<file path="config.mk">
export PLATFORM = sky130hd
export DESIGN_NAME = mux_arb_438_flat
export DESIGN_NICKNAME = d
export VERILOG_FILES = /design/src/rtl/mux_arb_438_pkg.sv /design/src/rtl/mux_arb_438_if.sv /design/src/rtl/mux_arb_438_circ.sv /design/src/rtl/mux_arb_438.sv /design/src/flat_wrapper.sv
export SDC_FILE = /design/constraint.sdc
export NUM_CORES = 1
export LEC_CHECK = 0
export BUFFER_PORTS_ARGS = -buffer_cell sky130_fd_sc_hd__buf_2
export CORE_AREA = 3 3 49 51
export CTS_BUF_LIST = sky130_fd_sc_hd__clkbuf_16
export CTS_CLUSTER_SIZE = 14
export DETAILED_ROUTE_END_ITERATION = 10
export DIE_AREA = 0 0 52 54
export HOLD_SLACK_MARGIN = 0.12
export PLACE_DENSITY = 0.52
export SLEW_MARGIN = 10
export SYNTH_ARGS = -nofsm -noshare
export SYNTH_HDL_FRONTEND = slang
export SYNTH_SLANG_ARGS = --single-unit
</file>
<file path="constraint.sdc">
create_clock -name clk -period 6.03 [get_ports clk]
set_input_delay 0.9045 -clock clk [delete_from_list [all_inputs] [get_ports clk]]
set_output_delay 0.9045 -clock clk [all_outputs]
set_load 0.02 [all_outputs]
</file>
<file path="src/rtl/mux_arb_438_pkg.sv">
// rtl/mux_arb_438_pkg.sv - shared state, last-served encodings and defaults for mux_arb_438
package mux_arb_438_pkg;

    typedef enum logic [1:0] {
        IDLE  = 2'b00,
        GNT_A = 2'b01,
        GNT_B = 2'b10
    } state_t;

    // Which side was served most recently; the other side wins a tie.
    typedef enum logic {
        LAST_A = 1'b0,
        LAST_B = 1'b1
    } last_t;

    localparam int BURST_DEFAULT = 4;

endpackage

</file>
<file path="src/rtl/mux_arb_438_if.sv">
// rtl/mux_arb_438_if.sv - request/data/grant bundle between sources, arbiter and consumer
interface mux_arb_438_if;
    logic       req_a;
    logic       req_b;
    logic [3:0] A;
    logic [3:0] B;
    logic [3:0] mout;
    logic       gnt_a;
    logic       gnt_b;
    logic       busy;

    // Sources and consumer side
    modport master (
        output req_a, req_b, A, B,
        input  mout, gnt_a, gnt_b, busy
    );

    // Arbiter side
    modport slave (
        input  req_a, req_b, A, B,
        output mout, gnt_a, gnt_b, busy
    );
endinterface

</file>
<file path="src/rtl/mux_arb_438_circ.sv">
// rtl/mux_arb_438_circ.sv - quad 2-to-1 multiplexer with active-high output disable
module circ_438 (
    input  logic       enb,
    input  logic       sel,
    input  logic [3:0] A,
    input  logic [3:0] B,
    output logic [3:0] mout
);
    // Disabled outputs read as zero; otherwise sel picks B over A.
    always_comb begin
        mout = 4'b0000;
        if (!enb) begin
            mout = sel ? B : A;
        end
    end
endmodule

</file>
<file path="src/rtl/mux_arb_438.sv">
// rtl/mux_arb_438.sv - round-robin two-source arbiter owning a quad 2-to-1 output mux
module mux_arb_438
    import mux_arb_438_pkg::*;
#(
    parameter int BURST = BURST_DEFAULT
) (
    input  logic          clk,
    input  logic          rst,
    mux_arb_438_if.slave  bus
);

    localparam logic [2:0] CNT_LAST = 3'(BURST - 1);

    state_t     state_q, state_d;
    last_t      last_q, last_d;
    logic [2:0] cnt_q, cnt_d;

    logic enb_q, sel_q, gnt_a_q, gnt_b_q, busy_q;
    logic enb_d, sel_d, gnt_a_d, gnt_b_d, busy_d;

    // Owner-relative view of the requests so both grant states share one rule set.
    logic   req_own, req_oth;
    state_t st_oth;
    last_t  last_own;

    // State, counter, last-served and registered mux/grant outputs.
    always_ff @(posedge clk or posedge rst) begin
        if (rst) begin
            state_q <= IDLE;
            last_q  <= LAST_B;
            cnt_q   <= 3'd0;
            enb_q   <= 1'b1;
            sel_q   <= 1'b0;
            gnt_a_q <= 1'b0;
            gnt_b_q <= 1'b0;
            busy_q  <= 1'b0;
        end else begin
            state_q <= state_d;
            last_q  <= last_d;
            cnt_q   <= cnt_d;
            enb_q   <= enb_d;
            sel_q   <= sel_d;
            gnt_a_q <= gnt_a_d;
            gnt_b_q <= gnt_b_d;
            busy_q  <= busy_d;
        end
    end

    // Next-state: round-robin on ties, bounded bursts, direct hand-over.
    always_comb begin
        state_d  = state_q;
        last_d   = last_q;
        cnt_d    = cnt_q;
        req_own  = (state_q == GNT_B) ? bus.req_b : bus.req_a;
        req_oth  = (state_q == GNT_B) ? bus.req_a : bus.req_b;
        st_oth   = (state_q == GNT_B) ? GNT_A : GNT_B;
        last_own = (state_q == GNT_B) ? LAST_B : LAST_A;
        case (state_q)
            IDLE: begin
                if (bus.req_a && (!bus.req_b || last_q == LAST_B)) begin
                    state_d = GNT_A;
                    cnt_d   = 3'd0;
                end else if (bus.req_b) begin
                    state_d = GNT_B;
                    cnt_d   = 3'd0;
                end
            end
            GNT_A, GNT_B: begin
                if (!req_own) begin
                    last_d  = last_own;
                    state_d = req_oth ? st_oth : IDLE;
                    cnt_d   = 3'd0;
                end else if (cnt_q == CNT_LAST) begin
                    // Burst exhausted: yield if the other side waits, else restart.
                    cnt_d = 3'd0;
                    if (req_oth) begin
                        state_d = st_oth;
                        last_d  = last_own;
                    end
                end else begin
                    cnt_d = cnt_q + 3'd1;
                end
            end
            default: begin
                state_d = IDLE;
                cnt_d   = 3'd0;
            end
        endcase
    end

    // Output decode of the next state so grants and mux controls leave a flop.
    always_comb begin
        enb_d   = 1'b1;
        sel_d   = 1'b0;
        gnt_a_d = 1'b0;
        gnt_b_d = 1'b0;
        case (state_d)
            GNT_A: begin
                enb_d   = 1'b0;
                gnt_a_d = 1'b1;
            end
            GNT_B: begin
                enb_d   = 1'b0;
                sel_d   = 1'b1;
                gnt_b_d = 1'b1;
            end
            default: begin
                enb_d = 1'b1;
            end
        endcase
        busy_d = gnt_a_d | gnt_b_d;
    end

    assign bus.gnt_a = gnt_a_q;
    assign bus.gnt_b = gnt_b_q;
    assign bus.busy  = busy_q;

    circ_438 u_circ (
        .enb  (enb_q),
        .sel  (sel_q),
        .A    (bus.A),
        .B    (bus.B),
        .mout (bus.mout)
    );

endmodule

</file>
<file path="src/flat_wrapper.sv">
// flat-port wrapper written by rule: the top's interface ports become plain ports
module mux_arb_438_flat import mux_arb_438_pkg::*;
#(
    parameter int BURST = BURST_DEFAULT
)
  (clk, rst, bus_req_a, bus_req_b, bus_A, bus_B, bus_mout, bus_gnt_a, bus_gnt_b, bus_busy);
  mux_arb_438_if bus_i ();
  input  logic clk;
  input  logic rst;
  input wire logic [$bits(bus_i.req_a)-1:0] bus_req_a;
  input wire logic [$bits(bus_i.req_b)-1:0] bus_req_b;
  input wire logic [$bits(bus_i.A)-1:0] bus_A;
  input wire logic [$bits(bus_i.B)-1:0] bus_B;
  output wire logic [$bits(bus_i.mout)-1:0] bus_mout;
  output wire logic [$bits(bus_i.gnt_a)-1:0] bus_gnt_a;
  output wire logic [$bits(bus_i.gnt_b)-1:0] bus_gnt_b;
  output wire logic [$bits(bus_i.busy)-1:0] bus_busy;
  assign bus_i.req_a = bus_req_a;
  assign bus_i.req_b = bus_req_b;
  assign bus_i.A = bus_A;
  assign bus_i.B = bus_B;
  assign bus_mout = bus_i.mout;
  assign bus_gnt_a = bus_i.gnt_a;
  assign bus_gnt_b = bus_i.gnt_b;
  assign bus_busy = bus_i.busy;
  mux_arb_438 #(.BURST(BURST)) u_core (.clk(clk), .rst(rst), .bus(bus_i));
endmodule
</file>
# Yosys cells after proc, flatten, opt, wreduce, memory -nomap -nowiden
# Cells that the tools add are included.
[totals]
reg_bits = 10
input_bits = 12
out_inout_bits = 7
[op_classes]
addsub = 1
n_eq_ne = 8
mux = 24
n_bitwise = 1
reduce_logical = 7
[ops]
columns = ["cell", "count"]
rows = [
  ["2-bit 2-to-1 mux", 7],
  ["3-bit 2-to-1 mux", 4],
  ["1-bit 2-to-1 mux", 9],
  ["4-bit 2-to-1 mux", 2],
  ["3-bit case mux with 2 select lines", 1],
  ["2-bit by 1-bit == test with 1-bit output, second input constant", 2],
  ["2-bit == test, second input constant", 2],
  ["2-bit != test, second input constant", 2],
  ["2-bit case mux with 2 select lines", 1],
  ["2-bit OR reduction", 2],
  ["3-bit by 1-bit adder with 3-bit output, second input constant", 1],
  ["3-bit by 2-bit == test with 1-bit output, second input constant", 1],
  ["3-bit by 2-bit != test with 1-bit output, second input constant", 1],
  ["3-bit AND reduction", 1],
  ["2-bit zero test", 1],
  ["1-bit logical AND", 1],
  ["1-bit zero test", 1],
  ["1-bit logical OR", 1],
  ["1-bit OR", 1],
]

# Logic depth before layout (Yosys ltp)
[logic_depth]
ltp_word = 9
depth_mapped = 8

# Hierarchy
# Synthesis repeated with hierarchy kept, for this count alone.
[unflattened]
hier_cells = 67
area_unflattened_um2 = 669.4
[by_module_without_submodules]
columns = ["module", "n_inst", "cells_each", "area_per_inst_um2", "seq_area_each_um2"]
rows = [
  ["mux_arb_438", 1, 58, 609.3, 252.7],
  ["circ_438", 1, 9, 60.1, 0.0],
]

# Worst setup path before layout
# No wires, ideal clock.
[synth_path]
path_kind = "input port to flip-flop"
start = "input port bus_req_b"
end = "register u_core.busy_q (netlist: u_core.bus.busy)"
setup_time_ns = 0.114
arrival_ns = 2.258
required_ns = 5.916
setup_slack_ns = 3.658
cell_stages = 6
cell_sequence = "buf_6 -> mux2_2 -> a221o_1 -> a311o_1 -> ha_1 -> inv_1"
[synth_via]
elab_chain_len = 8
elab_cells_between_ends = 17
cone_classes = "eq/ne: 2; mux: 11; bitwise: 1; reduce/logical: 3"
[synth_lines]
columns = ["item", "line", "source"]
rows = [
  ["start: declaration", "flat_wrapper.sv:11", "input wire logic [$bits(bus_i.req_b)-1:0] bus_req_b;"],
  ["1-bit 2-to-1 mux / 1-bit zero test (equally long branches)", "mux_arb_438.sv:55, mux_arb_438.sv:60", ""],
  ["2-bit 2-to-1 mux / 1-bit logical OR (equally long branches)", "mux_arb_438.sv:76, mux_arb_438.sv:60", ""],
  ["2-bit 2-to-1 mux / 1-bit logical AND (equally long branches)", "mux_arb_438.sv:73, mux_arb_438.sv:60", ""],
  ["2-bit 2-to-1 mux, on equally long branches", "mux_arb_438.sv:69, mux_arb_438.sv:60", ""],
  ["2-bit case mux with 2 select lines (*)", "mux_arb_438.sv:58", "case (state_q)"],
  ["2-bit by 1-bit == test with 1-bit output / 2-bit == test (equally long branches)", "mux_arb_438.sv:97", "case (state_d)"],
  ["1-bit 2-to-1 mux", "mux_arb_438.sv:97", ""],
  ["1-bit OR (*)", "mux_arb_438.sv:111", "busy_d = gnt_a_d | gnt_b_d;"],
  ["named net u_core.busy_d", "mux_arb_438.sv:19", "logic enb_d, sel_d, gnt_a_d, gnt_b_d, busy_d;"],
  ["end signal: assignment", "mux_arb_438.sv:45", "busy_q <= busy_d;"],
  ["end: declaration", "mux_arb_438.sv:18", "logic enb_q, sel_q, gnt_a_q, gnt_b_q, busy_q;"],
]
# The timed path passes the listed nets; every way through them passes the cells marked *.
# A chain may end at the register's enable or synchronous reset.

# Worst setup path after layout
[layout_path]
start = "register u_core.state_q[0]"
end = "register u_core.busy_q (netlist: u_core.bus.busy)"
[layout_via]
elab_chain_len = 9
elab_cells_between_ends = 19
cone_classes = "eq/ne: 4; mux: 12; bitwise: 1; reduce/logical: 2"
[layout_lines]
columns = ["item", "line", "source"]
rows = [
  ["start: declaration", "mux_arb_438.sv:14", "state_t state_q, state_d;"],
  ["start signal: assignment", "mux_arb_438.sv:38", "state_q <= state_d;"],
  ["2-bit == test", "n/a", ""],
  ["2-bit 2-to-1 mux / 1-bit 2-to-1 mux (equally long branches)", "mux_arb_438.sv:56, mux_arb_438.sv:55", ""],
  ["2-bit 2-to-1 mux", "mux_arb_438.sv:76", "if (req_oth) begin"],
  ["2-bit 2-to-1 mux", "mux_arb_438.sv:73", "end else if (cnt_q == CNT_LAST) begin"],
  ["2-bit 2-to-1 mux", "mux_arb_438.sv:69", "if (!req_own) begin"],
  ["2-bit case mux with 2 select lines (*)", "mux_arb_438.sv:58", ""],
  ["2-bit by 1-bit == test with 1-bit output / 2-bit == test (equally long branches)", "mux_arb_438.sv:97", ""],
  ["1-bit 2-to-1 mux", "mux_arb_438.sv:97", ""],
  ["1-bit OR (*)", "mux_arb_438.sv:111", ""],
  ["named net u_core.busy_d", "mux_arb_438.sv:19", ""],
]
# Marks and branches as above.

==> results.md <==
- Peak Freq: around 440 MHz
- Worst-Skew Late Latency: about 230 ps
- Worst Clk Skew: around 0.80 ps
- Die Ht: roughly 54 µm
- WL/cell: between 10 and 15 µm
- Top-area cell type share of the netlist area: around 29%
- Initial DRC count: 14
- WHS Path Cells: 1
- Final HPWL DP: between 1 and 1.5 mm
- R2R cell count: 7
- Initial antenna violation count: 0
- Cell area after synthesis: about 700 µm²
- Crit path time final: about 2300 ps
- Crit path max fanout: 5
- Die area: between 2000 and 3000 µm²
- Layout cells sized above 1: approximately a quarter
- Drt pass-1 iters: 4
- H-Tree Depth: 1
- Crit path largest cell delay: approximately 400 ps
- Unrepaired setup endpoints after global routing: no
- PD cells: between 500 and 600 nW/µm²
- Multi-input gate area: 392.9 µm²
- Clock sinks: 10
- Top cells by area, synth: dfrtp_1, ha_1, dfstp_2
- Clock slew at reported path FFs: approximately 40 ps
- Leakage power: 0.4251 nW
- Hold Violations, Final: 0
- Final antenna-violating net count: 0
- R2r setup slk: 3750 ps
- Final setup vio count: 0
- Post-CTS Setup Inserts: 0
- FF+latch area: 252.7 µm²
- CTS tree: yes
- Register area share after synthesis: 36.40%
- Cell Rows: 16
- Setup crit end kind: flip-flop
- Crit start category: flip-flop
- Slew margin rel.: between 70% and 80%
- Post-synth cell types: 30
- Hold Path Class: flip-flop to flip-flop
- Largest net degree at the start of global routing: 11
- Antenna cells: 0
- Via count: around 600
- I/O Buffers: 18
- Grt total ovfl: 0
- Area growth syn-to-layout: 25.41%
- Hold slack final: 499.3 ps
- Ys Warns: 0
- Post-CTS resize count: 0
- Routed WL: roughly 1.4 mm
- I/O pin count: 19
- Hold_sp: u_core.cnt_q[0]$_DFFE_PP0P_
- Hold_buf cts: 0
- Critical R2R Launch: u_core.state_q[0]$_DFF_PP0_
- Final #Nets: 113
- Mapped Cells: between 70 and 80
- Syn_area_per_cell: 9.384 µm²
- Slew @ Worst Pin: about 380 ps
- Global-route wire length before repair: between 2 and 2.5 mm
- Routability Congestion: around 0.8
- Hold endpoint: u_core.cnt_q[0]$_DFFE_PP0P_
- Final slew viol count: 0
- Critical Path AT: 2410 ps
- CTS root buf: clkbuf_16
- TritonCTS buffer count: 3
- Vias in the first global route: between 500 and 600
- Total global routing track utilization: 11.73%
- Critical R2R Capture: u_core.bus.busy$_DFF_PP0_
- Max Cap Viol: 0
- Vias per Instance: ~5.1
- Mapped Nets: between 90 and 100
- Initial Util: a little over a third
- Final worst-path cycle share: between 30% and 40%
- Maximum clock path buffer count: 2
- CP cell instances: inv_1 -> ha_1 -> mux2_2 -> a221o_1 -> a311o_1 -> ha_1 -> inv_1
- Crit-path slowest cell: dfrtp_1
- Critical Setup Path Class: flip-flop to flip-flop
- Area leader, netlist: dfrtp_1
- Status: finished, final reports clean
- Core area: 1982 µm²
- Remaining DRCs: 0
- Width of the die: 52 µm
- Worst IR Drop VDD: between 0.2 and 0.25 mV
- Required @ worst endpoint: around 6200 ps
- #FFs+latches synth: 10
- Setup TNS: 0 ps
- CP startpoint: u_core.state_q[0]$_DFF_PP0_
- Fillers: 199
-- cell usage after synthesis (all sizes together) --
cell,number
buf,2
mux2,1
a22o,1
inv,6
dfstp,2
nor2b,2
a21boi,2
o32a,1
a2bb2oi,1
a221o,1
nor3b,1
o21ai,5
o31ai,1
a21oi,1
o211ai,2
a22oi,1
ha,7
nor2,9
nand2,7
and2,1
nand2b,2
mux2i,4
a21o,1
a311o,1
a311oi,1
dfrtp,8
clkbuf,1
o32ai,1
o21a,1
-- through the flow --
step	cell area (µm²)	instances	power (W)	util (%)	setup WS, ps
finish	870.8	120	0.0004398	43.94	3749
global route	870.8	120	0.0004805	43.94	3601
CTS	870.8	120	0.0004455	43.94	3744
detailed placement	792.0	116	0.0003242	39.96	3549
global placement	792.0	116	0.0003251	39.96	3570
floorplan	694.4	74	0.0002740	-	3658
-- power breakdown --
group / internal (W) / total [W] / switching [W] / leakage, nW
Combinational: 0.0000849 / 0.000202 / 0.000117 / 0.261
Clock: 0.0000868 / 0.000116 / 0.0000296 / 0.0385
Sequential: 0.0000988 / 0.000122 / 0.0000230 / 0.126
Total: 0.000271 / 0.000440 / 0.000169 / 0.425
-- critical path, delay by kind of cell, from the launching register on --
| kind | cells | cell delay, ps |
|---|---|---|
| AOI/OAI and AO/OA | 2 | 680 |
| adders and majority gates | 2 | 550 |
| DFF | 1 | 400 |
| muxes | 1 | 370 |
| buffers and inverters | 2 | 180 |
-- how the worst max path moves through the flow --
stage / depth (start not counted) / slack (ps) / endpoint
after floorplan: 6 / 3660 / u_core.bus.busy$_DFF_PP0_
after global placement: 6 / 3570 / u_core.bus.busy$_DFF_PP0_
after detailed placement: 6 / 3550 / u_core.bus.busy$_DFF_PP0_
after CTS: 7 / 3740 / u_core.bus.busy$_DFF_PP0_
after global routing: 7 / 3600 / u_core.bus.busy$_DFF_PP0_
final: 7 / 3750 / u_core.bus.busy$_DFF_PP0_
-- sequential cells by signal (all words and copies together) (netlist names) --
name              cells
u_core.bus.busy       1
u_core.bus.gnt_a      1
u_core.bus.gnt_b      1
u_core.cnt_q          3
u_core.enb_q          1
u_core.last_q         1
u_core.state_q        2
-- cell usage in the layout (no fill, tap or decap), drive strengths merged --
cell type / synthesis / final
buf: 2 / 18
nor2: 9 / 9
dfrtp: 8 / 8
nand2: 7 / 7
ha: 7 / 7
inv: 6 / 6
o21ai: 5 / 5
mux2i: 4 / 4
clkbuf: 1 / 3
nor2b: 2 / 2
nand2b: 2 / 2
a21boi: 2 / 2
o211ai: 2 / 2
dfstp: 2 / 2
nor3b: 1 / 1
and2: 1 / 1
o21a: 1 / 1
mux2: 1 / 1
a22oi: 1 / 1
a2bb2oi: 1 / 1
o32ai: 1 / 1
o32a: 1 / 1
a221o: 1 / 1
a21oi: 1 / 1
a311oi: 1 / 1
o31ai: 1 / 1
a22o: 1 / 1
a21o: 1 / 1
a311o: 1 / 1
clkinv: 0 / 1
-- cell type report --
| class | count | share of cell area (%) |
|---|---|---|
| multi-input combinational | 55 | 45.11 |
| sequential | 10 | 29.02 |
| timing repair buffer | 18 | 10.34 |
| clock buffer | 3 | 8.621 |
| tap | 27 | 3.879 |
| inverter | 6 | 2.586 |
| clock inverter | 1 | 0.4310 |
-- routing by layer --
layer  up-vias  wire length (µm)  GRT usage, %
met3         2               153         5.263
li1        299                 -             -
met1       280               662         14.74
met4         0                12         3.930
met5         -                 0             0
met2        28               618         17.78
-- cells by family after synthesis --
| logic type | share of synthesized area (%) |
|---|---|
| flip-flops | 36.40 |
| adder cells (fa/ha/maj) | 12.61 |
| AO/OA/AOI/OAI | 22.34 |
| multiplexers | 7.388 |
| buffers and inverters | 7.026 |
| AND/OR/NAND/NOR | 14.23 |
Note: power is estimated with default switching activity, not from simulation.
